**src/rtl/csa_pkg.sv**
```systemverilog
// Shared constants and types for the carry-save accumulator slice.
package csa_pkg;

    localparam int W      = 88;
    localparam int CHUNK  = 22;
    localparam int NCHUNK = 4;
    localparam int CNT_W  = 8;

    typedef enum logic [1:0] {
        IDLE    = 2'd0,
        ACCUM   = 2'd1,
        RESOLVE = 2'd2,
        DONE    = 2'd3
    } state_e;

    typedef struct packed {
        logic [W-1:0] c;
        logic [W-1:0] s;
    } csa_pair_t;

endpackage

```
**src/rtl/csa_88.sv**
```systemverilog
// 88-bit 3:2 carry-save compressor; carry vector is pre-shifted left, top carry dropped.
module csa_88
    import csa_pkg::*;
(
    input  logic [W-1:0] x,
    input  logic [W-1:0] y,
    input  logic [W-1:0] z,
    output logic [W-1:0] s,
    output logic [W-1:0] c
);

    logic [W-1:0] maj_s;

    assign s     = x ^ y ^ z;
    assign maj_s = (x & y) | (x & z) | (y & z);
    assign c     = {maj_s[W-2:0], 1'b0};

endmodule

```
**src/rtl/csa_accum_ctrl.sv**
```systemverilog
// Multi-operand accumulator: folds a programmed number of terms into a redundant
// (sum, carry) pair, then resolves it to binary with a chunked carry-propagate add.
module csa_accum_ctrl
    import csa_pkg::*;
(
    input  logic             clk,
    input  logic             rst,
    input  logic             start,
    input  logic [CNT_W-1:0] n_terms,
    input  logic             in_valid,
    input  logic [W-1:0]     in_data,
    output logic             in_ready,
    output logic             out_valid,
    output logic [W-1:0]     out_data,
    input  logic             out_ready,
    output logic             busy
);

    state_e            state_r;
    csa_pair_t         pair_r;
    logic [W-1:0]      result_r;
    logic [CNT_W-1:0]  remaining_r;
    logic [1:0]        chunk_idx_r;
    logic              cin_r;
    logic              in_ready_r;
    logic              out_valid_r;
    logic [W-1:0]      out_data_r;
    logic              busy_r;

    logic [W-1:0]      csa_s_s;
    logic [W-1:0]      csa_c_s;
    logic [CHUNK-1:0]  s_chunk_s;
    logic [CHUNK-1:0]  c_chunk_s;
    logic [CHUNK:0]    chunk_sum_s;
    logic [W-1:0]      result_next_s;
    logic              accept_s;

    csa_88 u_csa (
        .x (pair_r.s),
        .y (pair_r.c),
        .z (in_data),
        .s (csa_s_s),
        .c (csa_c_s)
    );

    // in_ready_r is only ever high in ACCUM, so no path from in_valid to in_ready
    assign accept_s = in_valid & in_ready_r;

    // Chunk select and carry-propagate add for the current resolve step
    always_comb begin
        s_chunk_s     = {CHUNK{1'b0}};
        c_chunk_s     = {CHUNK{1'b0}};
        result_next_s = result_r;
        case (chunk_idx_r)
            2'd0: begin
                s_chunk_s = pair_r.s[0*CHUNK +: CHUNK];
                c_chunk_s = pair_r.c[0*CHUNK +: CHUNK];
            end
            2'd1: begin
                s_chunk_s = pair_r.s[1*CHUNK +: CHUNK];
                c_chunk_s = pair_r.c[1*CHUNK +: CHUNK];
            end
            2'd2: begin
                s_chunk_s = pair_r.s[2*CHUNK +: CHUNK];
                c_chunk_s = pair_r.c[2*CHUNK +: CHUNK];
            end
            2'd3: begin
                s_chunk_s = pair_r.s[3*CHUNK +: CHUNK];
                c_chunk_s = pair_r.c[3*CHUNK +: CHUNK];
            end
            default: begin
                s_chunk_s = {CHUNK{1'b0}};
                c_chunk_s = {CHUNK{1'b0}};
            end
        endcase
        chunk_sum_s = {1'b0, s_chunk_s} + {1'b0, c_chunk_s} + {{CHUNK{1'b0}}, cin_r};
        case (chunk_idx_r)
            2'd0:    result_next_s[0*CHUNK +: CHUNK] = chunk_sum_s[CHUNK-1:0];
            2'd1:    result_next_s[1*CHUNK +: CHUNK] = chunk_sum_s[CHUNK-1:0];
            2'd2:    result_next_s[2*CHUNK +: CHUNK] = chunk_sum_s[CHUNK-1:0];
            2'd3:    result_next_s[3*CHUNK +: CHUNK] = chunk_sum_s[CHUNK-1:0];
            default: result_next_s = result_r;
        endcase
    end

    // Sequencer FSM with registered handshake and status outputs
    always_ff @(posedge clk) begin
        if (rst) begin
            state_r     <= IDLE;
            pair_r.s    <= {W{1'b0}};
            pair_r.c    <= {W{1'b0}};
            result_r    <= {W{1'b0}};
            remaining_r <= {CNT_W{1'b0}};
            chunk_idx_r <= 2'd0;
            cin_r       <= 1'b0;
            in_ready_r  <= 1'b0;
            out_valid_r <= 1'b0;
            out_data_r  <= {W{1'b0}};
            busy_r      <= 1'b0;
        end else begin
            case (state_r)
                IDLE: begin
                    if (start) begin
                        busy_r <= 1'b1;
                        if (n_terms != {CNT_W{1'b0}}) begin
                            remaining_r <= n_terms;
                            pair_r.s    <= {W{1'b0}};
                            pair_r.c    <= {W{1'b0}};
                            in_ready_r  <= 1'b1;
                            state_r     <= ACCUM;
                        end else begin
                            result_r    <= {W{1'b0}};
                            out_data_r  <= {W{1'b0}};
                            out_valid_r <= 1'b1;
                            state_r     <= DONE;
                        end
                    end
                end
                ACCUM: begin
                    if (accept_s) begin
                        pair_r.s    <= csa_s_s;
                        pair_r.c    <= csa_c_s;
                        remaining_r <= remaining_r - {{(CNT_W-1){1'b0}}, 1'b1};
                        if (remaining_r == {{(CNT_W-1){1'b0}}, 1'b1}) begin
                            in_ready_r  <= 1'b0;
                            chunk_idx_r <= 2'd0;
                            cin_r       <= 1'b0;
                            state_r     <= RESOLVE;
                        end
                    end
                end
                RESOLVE: begin
                    result_r    <= result_next_s;
                    cin_r       <= chunk_sum_s[CHUNK];
                    chunk_idx_r <= chunk_idx_r + 2'd1;
                    // Carry out of the top chunk is discarded: result is modulo 2^W
                    if (chunk_idx_r == 2'd3) begin
                        cin_r       <= 1'b0;
                        out_data_r  <= result_next_s;
                        out_valid_r <= 1'b1;
                        state_r     <= DONE;
                    end
                end
                DONE: begin
                    if (out_ready) begin
                        out_valid_r <= 1'b0;
                        busy_r      <= 1'b0;
                        state_r     <= IDLE;
                    end
                end
                default: begin
                    in_ready_r  <= 1'b0;
                    out_valid_r <= 1'b0;
                    busy_r      <= 1'b0;
                    state_r     <= IDLE;
                end
            endcase
        end
    end

    assign in_ready  = in_ready_r;
    assign out_valid = out_valid_r;
    assign out_data  = out_data_r;
    assign busy      = busy_r;

endmodule
```
**config.mk**
```make
export PLATFORM = sky130hd
export DESIGN_NAME = csa_accum_ctrl
export DESIGN_NICKNAME = d
export VERILOG_FILES = /design/src/rtl/csa_pkg.sv /design/src/rtl/csa_88.sv /design/src/rtl/csa_accum_ctrl.sv
export SDC_FILE = /design/constraint.sdc
export NUM_CORES = 1
export LEC_CHECK = 0
export ABC_AREA = 1
export CAP_MARGIN = 20
export CORE_MARGIN = 3
export CORE_UTILIZATION = 45
export DETAILED_ROUTE_END_ITERATION = 10
export GPL_TIMING_DRIVEN = 0
export PLACE_DENSITY = 0.65
export RECOVER_POWER = 100
export SYNTH_ARGS = -nofsm -noshare
export SYNTH_HDL_FRONTEND = slang
export SYNTH_HIERARCHICAL = 1
export SYNTH_SLANG_ARGS = --single-unit
```
**constraint.sdc**
```tcl
create_clock -name clk -period 5.3 [get_ports clk]
set_clock_uncertainty 0.05 [all_clocks]
set_input_delay 0.795 -clock clk [delete_from_list [all_inputs] [get_ports clk]]
set_output_delay 0.795 -clock clk [all_outputs]
set_load 0.05 [all_outputs]
```
==> run_results.csv, run 1 <==
group,metric,value,unit
synthesis,netlist.area_leader.share,37.1,%
clocking,clock_sinks,357,
sta,rsz0062_at_grt,"false",
die,die_h,213,microns
grt,grt_pass1_vias,17800,
synthesis,synth_area,19300,sq um
clocking,cts_root_buf,"clkbuf_16",
status,status,"complete, no violations",
die,io_pins,192,
clocking,clock_latency,580,ps
detailed_routing,drcViolationCount,0,
sta,hold_viol,0,
placement,routabilityCongestion,0.943,
clocking,post_cts_buffers,0,
grt,grt_overflow,0,
detailed_routing,vias,18500,
sta,finalSetupTns,0,ps
die,die_x,213,microns
die,start_util,45.8,%
sta,fmax,203,MHz
worst_setup_path,critPathCaptureType,"flip-flop",
clocking,cts_buffer_depth,3,
grt,grtUsageTotal,29.7,%
hold_path,hold-path-cell-count,2,
clocking,cts_buffers,42,
synthesis,yosys.area.top_type,"dfxtp_1",
detailed_routing,dr.pass1.iters,6,
clocking,cts_resized,0,
synthesis,ys_warn_count,6,
synthesis,syn_inst,2383,
sta,min_period_over_period,93.0,%
worst_setup_path,cp_common_cell,"inv_1",
power_and_ir_drop,peakVddDrop,0.281,mV
synthesis,synth_edf_count,0,
grt,grt_max_degree,14,
synthesis,avgSynthCellArea,8.09,sq um
synthesis,synthFlopType,"dfxtp_1",
placement,io_buffers,190,
worst_setup_path,slowest_delay,680,ps
sta,setup_viol,0,
final_layout,fin_cells,3188,
synthesis,synth.ff_latch_count,357,
sta,slew_headroom,26.8,%
worst_setup_path,path_cells,"inv_1 > ha_1 > buf_2 > clkinv_1 > clkbuf_1 > o22ai_1 > o22ai_1 > fa_1 > inv_1 > fa_1 > nand3_1 > nand3_1 > nand2_1 > nand2_1 > xnor2_1 > o21ai_0 > o21ai_0 > inv_1",
placement,dp.cells,3112,
final_layout,layout_commonest_cell,"a21oi_1",
detailed_routing,first_iter_violations,1991,
grt,grt_use_met2,44.4,%
grt,met3_usage,5.39,%
die,core.rowCount,75,
placement,dpl-instance-area,21900,sq um
synthesis,ys_seq_area_share,37.1,%
clocking,cts_tree,"done",
synthesis,synth_nets,2606,
final_layout,final_util,54.6,%
final_layout,design_area,23000,sq um
sta,finalCriticalPeriod,4930,ps
worst_setup_path,critPathSlowestCell,"xnor2_1",
placement,dp_hpwl,52200,microns
grt,antenna_found_initial,0,
clocking,post_cts_hold_buffer_count,0,
die,die-area,45400,sq um
worst_setup_path,start_kind,"flip-flop",
power_and_ir_drop,p_leak,9.23,nW
worst_setup_path,crit_fanout,10,
sta,worst_pin_slew,1100,ps
clocking,clk_pin_slew,60,ps
detailed_routing,wl_per_cell,21.3,microns
grt,grt.busiest_layer,"met2",
worst_setup_path,critPathTopFamily,"buffers and inverters",
worst_setup_path,r2r_cells,18,
hold_path,hold_path.class,"flip-flop to flip-flop",
grt,grt_pass1_wl,103000,microns
run,maxCapViolations,0,
detailed_routing,detail-route-antenna-nets,0,
grt,use_met1,42.6,%
detailed_routing,drt_wl_total,68000,microns
die,core-area,42100,sq um
synthesis,synthDistinctLibCells,39,
worst_setup_path,required,5710,ps
synthesis,synthTopCellsByArea,"dfxtp_1 37%, a21oi_1 10%, fa_1 9.2%",
detailed_routing,routed_via_density,5.79,
sta,drv_slew,0,
final_layout,drive_above_1_share,8.27,%
worst_setup_path,path_class,"flip-flop to flip-flop",
clocking,cts-htree-levels,2,
final_layout,final_nets,2840,
final_layout,final_cell_mix,"393 x a21oi_1, 357 x dfxtp_1, 310 x nand2_1, 258 x inv_1, 177 x nor2_1",
power_and_ir_drop,power_density,621,nW/um^2
worst_setup_path,worst-path-stages,18,
final_layout,antenna_cells,0,
synthesis,synthArstFlopShare,0,%
worst_setup_path,cp_num_buf_inv,6,
worst_setup_path,r2r_setup_slack,370,ps
worst_setup_path,cp.arrival,5340,ps
final_layout,areaGrowthSynthToFinish,19.3,%
==> cells in the mapped netlist, drive strengths merged, types with 2 or more instances <==
| cell | instances |
|---|---|
| a21oi | 393 |
| dfxtp | 357 |
| nand2 | 314 |
| inv | 262 |
| a211oi | 182 |
| nor2 | 180 |
| o21ai | 168 |
| nand3 | 124 |
| clkbuf | 106 |
| fa | 89 |
| buf | 73 |
| o22ai | 46 |
| ha | 33 |
| o211ai | 17 |
| nand4 | 6 |
| nor3 | 5 |
| xnor2 | 5 |
| xor2 | 5 |
| a31oi | 4 |
| o21bai | 4 |
| and2 | 2 |
| clkinv | 2 |
| or2 | 2 |
==> tightest hold or removal path: stages (launching register included) <==
cell	delay, ps
dfxtp_1	290
inv_1	60
a21oi_1	50
==> routing by layer <==
metal	share of wire (%)	routed length [microns]
met4	3.8	2610
met5	0	0
met3	9.4	6400
met2	43	29000
met1	44	29900
==> sequential cells by signal (all words and copies together), names as in the netlist <==
signal / flops
busy: 1
state_r: 2
result_r: 77
out_data: 88
cin_r: 1
pair_r: 176
out_valid: 1
chunk_idx_r: 2
remaining_r: 8
in_ready: 1
==> worst paths after layout <==
| kind | endpoint | startpoint |
|---|---|---|
| hold / removal | result_r[24]$_SDFFE_PP0P_ | result_r[24]$_SDFFE_PP0P_ |
| setup / recovery | out_data[74]$_SDFFE_PP0P_ | chunk_idx_r[0]$_SDFFE_PP0P_ |
| hold reg to reg | result_r[24]$_SDFFE_PP0P_ | result_r[24]$_SDFFE_PP0P_ |
| setup reg to reg | out_data[74]$_SDFFE_PP0P_ | chunk_idx_r[0]$_SDFFE_PP0P_ |
==> report_power, final <==
group / switching, mW / total (mW) / internal [mW]
Sequential: 0.379 / 3.64 / 3.26
Combinational: 5.37 / 7.54 / 2.17
Clock: 1.22 / 3.10 / 1.88
==> cell families after synthesis <==
family | after synthesis | share of synthesized area, %
AOI/OAI and AO/OA | 816 | 27.7
other | 1 | 0.0194
buffers and inverters | 443 | 9.90
adders and majority gates | 122 | 11.4
xor gates and xnor gates | 10 | 0.454
DFF | 357 | 37.1
and+or+nand+nor | 633 | 13.4
muxes | 1 | 0.0584
==> stage by stage <==
stage,worst slack [ps],hold WS [ps],power (mW)
after global routing,109,425,15.1
after global placement,535,391,11.1
after detailed placement,490,400,11.2
after CTS,457,409,14.4
after floorplan,2120,377,8.65
final,370,405,14.3
==> final cells by class <==
type | instances | area, sq um
Clock inverter | 17 | 220
Timing Repair Buffer | 190 | 1900
Sequential cell | 357 | 7150
Inverter | 264 | 992
Multi-Input combinational cell | 1583 | 9990
Clock buffer | 59 | 1250
Buffer | 179 | 848
Fill cell | 3974 | 19100
Tap cell | 539 | 674
(Power assumes the default switching activity.)
==> run 2: changes to the inputs <==
--- a/config.mk
+++ b/config.mk
@@ -11,6 +11,7 @@
 export CORE_UTILIZATION = 45
 export DETAILED_ROUTE_END_ITERATION = 10
 export GPL_TIMING_DRIVEN = 0
+export MAX_ROUTING_LAYER = met4
 export PLACE_DENSITY = 0.65
 export RECOVER_POWER = 100
 export SYNTH_ARGS = -nofsm -noshare
==> run_results.csv, run 2 (synthesized netlist as in run 1, its figures left out) <==
group,metric,value,unit
clocking,cts_resized,0,
die,die_x,213,microns
sta,worst_pin_slew,1040,ps
power_and_ir_drop,power.total,14.1,mW
clocking,clock_latency,580,ps
placement,io_buffers,190,
detailed_routing,dr.pass1.iters,6,
worst_setup_path,rr_startpoint,"chunk_idx_r[0]$_SDFFE_PP0P_",
detailed_routing,first_iter_violations,1690,
die,io_pins,192,
clocking,cts-htree-levels,2,
sta,fmax,199,MHz
final_layout,fillerInstances,3999,
grt,grt_max_degree,14,
clocking,post_cts_hold_buffer_count,0,
final_layout,design_area,22900,sq um
worst_setup_path,cp_common_cell,"inv_1",
placement,dp.cells,3112,
sta,whs,406,ps
worst_setup_path,critPathSlowestCell,"xnor2_1",
detailed_routing,routed_via_density,5.76,
grt,grt_use_met2,43.9,%
die,die-area,45400,sq um
final_layout,final_nets,2840,
worst_setup_path,startpoint,"chunk_idx_r[0]$_SDFFE_PP0P_",
detailed_routing,wl_per_cell,21.4,microns
sta,min_period_over_period,95.0,%
clocking,clk_pin_slew,60,ps
sta,setup_viol,0,
grt,antenna_found_initial,0,
final_layout,antenna_cells,0,
worst_setup_path,path_cells,"inv_1 > ha_1 > buf_2 > clkinv_1 > clkbuf_1 > o22ai_1 > o22ai_1 > fa_1 > inv_1 > fa_1 > nand3_1 > nand3_1 > nand2_1 > nand2_1 > xnor2_1 > o21ai_0 > o21bai_1 > inv_1",
final_layout,layout_commonest_cell,"a21oi_1",
clocking,cts_buffer_depth,3,
final_layout,largest_reg_flops,176,
worst_setup_path,cp.arrival,5430,ps
die,core-area,42100,sq um
grt,use_met1,41.8,%
placement,dp_hpwl,52700,microns
die,die_h,213,microns
die,start_util,45.8,%
worst_setup_path,slowest_delay,680,ps
placement,dpl-instance-area,21900,sq um
worst_setup_path,crit_fanout,10,
status,status,"complete, no violations",
final_layout,fin_cells,3186,
clocking,clock_sinks,357,
final_layout,top_register,"pair_r",
run,maxCapViolations,0,
grt,grt_overflow,0,
sta,finalSetupTns,0,ps
power_and_ir_drop,p_leak,9.19,nW
sta,rsz0062_at_grt,"false",
grt,met3_usage,7.73,%
sta,finalCriticalPeriod,5030,ps
grt,grtUsageTotal,30.5,%
grt,grt.busiest_layer,"met2",
placement,pre_cts_ws,420,ps
final_layout,drive_above_1_share,8.46,%
clocking,cts_buffers,41,
die,core.rowCount,75,
detailed_routing,drt_wl_total,68300,microns
detailed_routing,vias,18400,
hold_path,hp-start,"result_r[45]$_SDFFE_PP0P_",
power_and_ir_drop,peakVddDrop,0.251,mV
grt,grt_pass1_vias,17400,
sta,hold_viol,0,
placement,routabilityCongestion,0.938,
clocking,cts_root_buf,"clkbuf_16",
worst_setup_path,path_class,"flip-flop to flip-flop",
worst_setup_path,required,5700,ps
power_and_ir_drop,power_density,614,nW/um^2
worst_setup_path,start_kind,"flip-flop",
sta,setup_slack,267,ps
grt,grt_pass1_wl,102000,microns
sta,slew_headroom,30.6,%
final_layout,final_util,54.5,%
clocking,cts_tree,"done",
final_layout,final_cell_mix,"393 x a21oi_1, 357 x dfxtp_1, 310 x nand2_1, 258 x inv_1, 178 x nor2_1",
sta,drv_slew,0,
final_layout,areaGrowthSynthToFinish,18.9,%
detailed_routing,drcViolationCount,0,
detailed_routing,detail-route-antenna-nets,0,
clocking,post_cts_buffers,0,
worst_setup_path,critPathCaptureType,"flip-flop",
worst_setup_path,r2r_setup_slack,270,ps
hold_path,hold_path.class,"flip-flop to flip-flop",
## run 2: cell types whose count changed in the layout (fill, tap and decap cells not counted), moves of 2 or more
cell | before | now
clkbuf_16 | 43 | 41
o21ai_1 | 32 | 35
clkbuf_8 | 11 | 13
o21ai_0 | 136 | 133
a211oi_2 | 89 | 98
bufinv_16 | 5 | 1
clkinv_2 | 9 | 7
a211oi_1 | 93 | 84
## run 2: cell type report
cell class / count / area (sq um) / share of cell area, %
Timing Repair Buffer: 191 / 1920 / 8.35
Multi-Input combinational cell: 1583 / 10000 / 43.7
Inverter: 264 / 992 / 4.32
Clock buffer: 61 / 1230 / 5.37
Sequential cell: 357 / 7150 / 31.2
Buffer: 179 / 850 / 3.70
Clock inverter: 12 / 98.8 / 0.431
Tap cell: 539 / 674 / 2.94
## run 2: critical path: cells and delay by family, from the launching register on
family          cells  cell delay (ps)
compound gates      4              940
xor+xnor            1              680
fa+ha+maj           3              980
buf+inv             6             1380
flops               1              360
simple gates        4              530
## run 2: worst paths after layout
kind,endpoint,cells past startpoint
hold reg to reg,result_r[45]$_SDFFE_PP0P_,2
setup reg to reg,result_r[74]$_SDFFE_PP0P_,18
setup / recovery,result_r[74]$_SDFFE_PP0P_,18
hold / removal,result_r[45]$_SDFFE_PP0P_,2
## run 2: metal layers
layer / vias to the layer above / part of all wire [%]
met5: - / 0
met4: 0 / 3.1
li1: 8538 / -
met1: 8864 / 44
met3: 116 / 9.9
met2: 837 / 43
## run 2: power by group
group	total (mW)	internal, mW	switching [mW]
Clock	2.84	1.65	1.18
Combinational	7.60	2.18	5.42
Sequential	3.64	3.26	0.377
==> run 3: changes to the inputs <==
--- a/config.mk
+++ b/config.mk
@@ -9,6 +9,7 @@
 export CAP_MARGIN = 20
 export CORE_MARGIN = 3
 export CORE_UTILIZATION = 45
+export CTS_BUF_LIST = sky130_fd_sc_hd__clkbuf_4 sky130_fd_sc_hd__clkbuf_8
 export DETAILED_ROUTE_END_ITERATION = 10
 export GPL_TIMING_DRIVEN = 0
 export MAX_ROUTING_LAYER = met4
==> run_results.csv, run 3 (synthesized netlist as in run 1, its figures left out) <==
group,metric,value,unit
status,status,"complete, no violations",
worst_setup_path,start_kind,"flip-flop",
run,maxCapViolations,0,
placement,io_buffers,190,
clocking,cts_buffer_depth,3,
power_and_ir_drop,peakVddDrop,0.237,mV
final_layout,final_util,54.5,%
worst_setup_path,slowest_delay,830,ps
sta,finalSetupTns,0,ps
worst_setup_path,cp_num_buf_inv,5,
clocking,clock_latency,640,ps
clocking,cts_tree,"done",
final_layout,top_register,"pair_r",
final_layout,fillerInstances,4028,
sta,slew_headroom,28.4,%
die,die_x,213,microns
sta,finalCriticalPeriod,5040,ps
worst_setup_path,path_class,"flip-flop to flip-flop",
detailed_routing,first_iter_violations,1766,
detailed_routing,dr.pass1.iters,5,
grt,grt_pass1_vias,17600,
grt,grtUsageTotal,30.6,%
worst_setup_path,required,5810,ps
power_and_ir_drop,swShare,50.2,%
sta,hold_viol,0,
clocking,post_cts_hold_buffer_count,0,
sta,min_period_over_period,95.0,%
worst_setup_path,crit_fanout,10,
detailed_routing,vias,18400,
die,core-area,42100,sq um
power_and_ir_drop,clock_power_share,19.7,%
final_layout,largest_reg_flops,176,
hold_path,hold_path.class,"flip-flop to flip-flop",
die,die-area,45400,sq um
power_and_ir_drop,switching_power,7.03,mW
grt,grt_use_met2,44.1,%
grt,grt.busiest_layer,"met2",
final_layout,antenna_cells,0,
placement,dp_hpwl,52700,microns
grt,grt_pass1_wl,103000,microns
clocking,clock_sinks,357,
worst_setup_path,cp.arrival,5550,ps
worst_setup_path,critPathTopFamily,"buffers and inverters",
clocking,clk_pin_slew,70,ps
clocking,cts_root_buf,"clkbuf_8",
detailed_routing,routed_via_density,5.71,
clocking,cts-htree-levels,3,
final_layout,drive_above_1_share,10.2,%
worst_setup_path,path_cells,"inv_1 > ha_1 > clkbuf_1 > clkbuf_1 > clkbuf_1 > a211oi_1 > a21oi_1 > ha_1 > nand2_1 > inv_1 > nand2_1 > nand2_1 > a21oi_1 > nand4_1 > nand3_1 > nand2_1 > a21oi_1",
detailed_routing,drcViolationCount,0,
clocking,cts_buffers,66,
grt,use_met1,41.6,%
die,io_pins,192,
die,die_h,213,microns
detailed_routing,wl_per_cell,21.2,microns
detailed_routing,drt_wl_total,68400,microns
detailed_routing,detail-route-antenna-nets,0,
die,start_util,45.8,%
sta,fmax,199,MHz
sta,drv_slew,0,
worst_setup_path,cp_common_cell,"nand2_1",
grt,grt_max_degree,11,
power_and_ir_drop,p_comb_share,54.3,%
power_and_ir_drop,power_density,610,nW/um^2
die,core.rowCount,75,
final_layout,final_cell_mix,"393 x a21oi_1, 357 x dfxtp_1, 310 x nand2_1, 258 x inv_1, 178 x nor2_1",
grt,antenna_found_initial,0,
sta,setup_viol,0,
power_and_ir_drop,seqPwrFrac,26.0,%
sta,worst_pin_slew,1070,ps
clocking,post_cts_buffers,0,
final_layout,areaGrowthSynthToFinish,19.1,%
power_and_ir_drop,power.internal,6.98,mW
final_layout,layout_commonest_cell,"a21oi_1",
placement,routabilityCongestion,0.938,
worst_setup_path,critPathCaptureType,"flip-flop",
grt,grt_overflow,0,
sta,whs,405,ps
worst_setup_path,critPathSlowestCell,"clkbuf_1",
placement,pre_cts_ws,420,ps
power_and_ir_drop,p_leak,9.23,nW
final_layout,final_nets,2865,
grt,met3_usage,8.82,%
sta,rsz0062_at_grt,"false",
sta,setup_slack,265,ps
[run 3: changes by cell type in the layout (fill, tap and decap cells not counted), sizes merged]
cell and delta:
clkinvlp +5, clkbuf +41, clkinv -4
[run 3: power groups by stage]
stage | Clock, mW | Combinational [mW] | Sequential (mW)
finish | 2.76 | 7.61 | 3.64
global route | 2.90 | 8.18 | 3.70
CTS | 2.79 | 7.62 | 3.64
detailed placement | 0 | 7.57 | 3.69
global placement | 0 | 7.48 | 3.66
floorplan | 0 | 4.69 | 3.97
[run 3: per-stage QoR]
stage | cell area, sq um | power [mW] | std cells
2_1_floorplan | 19300 | 8.65 | 2383
6_report | 23000 | 14.0 | 3228
3_5_place_dp | 21900 | 11.3 | 3112
3_3_place_gp | 21900 | 11.1 | 3112
5_1_grt | 23000 | 14.8 | 3228
4_1_cts | 23200 | 14.0 | 3227
[run 3: path summary, 6_finish.rpt]
path	from	end	slack, ps	cells after the start
setup / recovery	chunk_idx_r[1]$_SDFFE_PP0P_	result_r[20]$_SDFFE_PP0P_	260	17
setup reg to reg	chunk_idx_r[1]$_SDFFE_PP0P_	result_r[20]$_SDFFE_PP0P_	260	17
hold / removal	result_r[45]$_SDFFE_PP0P_	result_r[45]$_SDFFE_PP0P_	400	2
hold reg to reg	result_r[45]$_SDFFE_PP0P_	result_r[45]$_SDFFE_PP0P_	400	2
[run 3: routing by layer]
layer | vias up | part of all wire [%]
met5 | - | 0
met4 | 0 | 3.0
met3 | 118 | 10
met2 | 860 | 43
met1 | 8842 | 44
li1 | 8602 | -
[run 3: worst min-delay path, stage by stage, from the launching register on]
cell     delay [ps]
dfxtp_1         290
inv_1            60
a21oi_1          60
[run 3: layout make-up]
| cell class | count | area, sq um | share of cell area, % |
|---|---|---|---|
| Timing Repair Buffer | 191 | 1920 | 8.35 |
| Sequential cell | 357 | 7150 | 31.1 |
| Multi-Input combinational cell | 1583 | 10000 | 43.7 |
| Buffer | 179 | 850 | 3.70 |
| Clock buffer | 102 | 1230 | 5.35 |
| Clock inverter | 13 | 115 | 0.501 |
| Inverter | 264 | 992 | 4.32 |
| Tap cell | 539 | 674 | 2.94 |
[run 3: timing repair]
action | CTS | global route
resized for setup | 0 | 1
hold endpoints to repair | 0 | 0
endpoints found under the setup margin | 0 | 1
==> patch: new RTL, settings of run 3 <==
Encoding of `state_e`: now one-hot (4 bits for 4 states).
--- a/src/rtl/csa_pkg.sv
+++ b/src/rtl/csa_pkg.sv
@@ -6,11 +6,11 @@
     localparam int NCHUNK = 4;
     localparam int CNT_W  = 8;
 
-    typedef enum logic [1:0] {
-        IDLE    = 2'd0,
-        ACCUM   = 2'd1,
-        RESOLVE = 2'd2,
-        DONE    = 2'd3
+    typedef enum logic [3:0] {
+        IDLE    = 4'b0001,
+        ACCUM   = 4'b0010,
+        RESOLVE = 4'b0100,
+        DONE    = 4'b1000
     } state_e;
 
     typedef struct packed {
Function: same outputs for any inputs over 4 cycles, from zero or initial values and one cycle with rst high; so few cycles prove little.
==> patch against run 3 <==
Global-route usage increased by 1.9 points. Area after synthesis decreased by 8.3%. Setup slack improved by 0.013 ns. Wire length decreased by 2.6%. Final area decreased by 6.6%. Sequential cell count decreased by 8. First-iteration DRC count increased by 4.9%. Die area decreased by 8.1%. Utilization increased by 1.7 points. Sequential share of layout area increased by 1.4 points. Critical path type unchanged. Highest routed layer unchanged.
Power is not compared: it rests on default switching activity, and its combinational part moved more than twofold at a synthesized area within 25%.
==> patch: results (changes against run 3) <==
INFO  metric status = finished clean (unchanged)
INFO  metric port-buffer-count = 191 (was 190)
INFO  metric routabilityCongestion = 0.972 (was 0.938)
INFO  metric initialDrtViolationCount = 1,853 (was 1,766)
INFO  metric max-slew-margin-rel = 31.5% (was 28.4%)
INFO  metric finish.cell_count_without_fillers = 3,167 (was 3,228)
INFO  metric critPathArrivalTime = 5.52 ns (was 5.55 ns)
INFO  metric largest_register_by_flop_count = pair_r (unchanged)
INFO  metric grt.total_usage = 32.4% (was 30.6%)
INFO  metric reg2reg_depth = 16 (was 17)
INFO  metric critical_path.max_stage_delay = 0.70 ns (was 0.83 ns)
INFO  metric seq_area_frac_synth = 39.5% (was 37.1%)
INFO  metric postRouteWirelength = 66.6 mm (was 68.4 mm)
INFO  metric drive_above_1_share = 6.02% (was 10.2%)
INFO  metric dpl.hpwl = 52.2 mm (was 52.7 mm)
INFO  metric clock_latency = 0.69 ns (was 0.64 ns)
INFO  metric firstDrtPassIters = 6 (was 5)
INFO  metric post_drt_via_cell_ratio = 5.58 (was 5.71)
INFO  metric dpl_worst_slack = 0.400 ns (was 0.420 ns)
INFO  metric layout.nets = 2,827 (was 2,865)
INFO  metric cellInternalPower = 4.73 mW
INFO  metric pin_count_of_the_biggest_net_entering_global_routing = 17 (was 11)
INFO  metric cts_inserted_buffers = 59 (was 66)
INFO  metric power.static_leakage = 8.40 nW
INFO  metric timing.critical_path.max_delay_family = buffers and inverters (unchanged)
INFO  metric grt_antenna_before_repair = 2 (was 0)
INFO  metric grt_pass1_vias = 16,500 (was 17,600)
INFO  metric post_synth_most_frequent_cells = 574 x sky130_fd_sc_hd__nand2_1, 398 x sky130_fd_sc_hd__a21oi_1, 349 x sky130_fd_sc_hd__dfxtp_1, 240 x sky130_fd_sc_hd__nand3_1, 199 x sky130_fd_sc_hd__nor2_1 (was 392 x sky130_fd_sc_hd__a21oi_1, 357 x sky130_fd_sc_hd__dfxtp_1, 310 x sky130_fd_sc_hd__nand2_1, 257 x sky130_fd_sc_hd__inv_1, 176 x sky130_fd_sc_hd__nor2_1)
INFO  metric cells_taking_the_most_area_after_synthesis = sky130_fd_sc_hd__dfxtp_1 40%, sky130_fd_sc_hd__nand2_1 12%, sky130_fd_sc_hd__a21oi_1 11% (was sky130_fd_sc_hd__dfxtp_1 37%, sky130_fd_sc_hd__a21oi_1 10%, sky130_fd_sc_hd__fa_1 9.2%)
INFO  metric post_synth_inst_count = 2,357 (was 2,383)
INFO  metric first_pass_grt_wire_length = 98.6 mm (was 103 mm)
INFO  metric postSynthNetCount = 2,575 (was 2,606)
INFO  metric overall_power_after_layout = 7.51 mW
INFO  metric dp_cells = 3,059 (was 3,112)
-- patch: cell count changes in the layout (fill, tap and decap cells not counted), moves of 40 or more --
cell,run 3,this run
sky130_fd_sc_hd__nand2_1,310,575
sky130_fd_sc_hd__inv_1,258,94
sky130_fd_sc_hd__nand3_1,124,240
sky130_fd_sc_hd__a211oi_2,98,0
sky130_fd_sc_hd__a211oi_1,84,13
sky130_fd_sc_hd__o21ai_0,134,86
sky130_fd_sc_hd__o22ai_1,46,3
sky130_fd_sc_hd__a31oi_1,4,44
-- patch: metal layers --
metal  wire (µm)  track usage (%)  share of wire (%)
met1       29600             45.7                 44
met2       27800             45.8                 42
met3        7360             8.36                 11
met4        1950             10.1                2.9
met5           0                -                  0
-- patch: final cells by class --
class,instances,area (µm²)
multi-input cells,1739,9510
flip-flops and latches,349,6990
plain buffers,171,706
clock inverters,10,118
clock buffers,98,1220
repair buffers,191,1910
inverters,98,368
well taps,511,639
fillers,3660,16700
-- patch: final timing paths --
path,startpoint,endpoint,slack [ns]
max reg2reg,chunk_idx_r[0],result_r[12],0.28
max,chunk_idx_r[0],result_r[12],0.28
min reg2reg,out_data[22],out_data[22],0.41
min,out_data[22],out_data[22],0.41
-- patch: logic make-up (layout without fill, tap and decap cells) --
group	after synthesis	count (layout)	share of synthesized area, %
AO/OA/AOI/OAI	571	571	17.1
XOR/XNOR	11	11	0.545
adder cells (fa/ha/maj)	117	117	12.1
buffers and inverters	269	568	6.57
flip-flops	349	349	39.5
other	1	1	0.0212
AND/OR/NAND/NOR	1039	1039	24.2
-- patch: per-stage QoR --
stage	hold WS, ns	util, %	area, µm²
2_1_floorplan	0.382	-	17700
5_1_grt	0.427	56.2	21500
4_1_cts	0.408	56.5	21600
3_5_place_dp	0.399	53.0	20200
6_report	0.406	56.2	21500
3_3_place_gp	0.391	53.0	20200
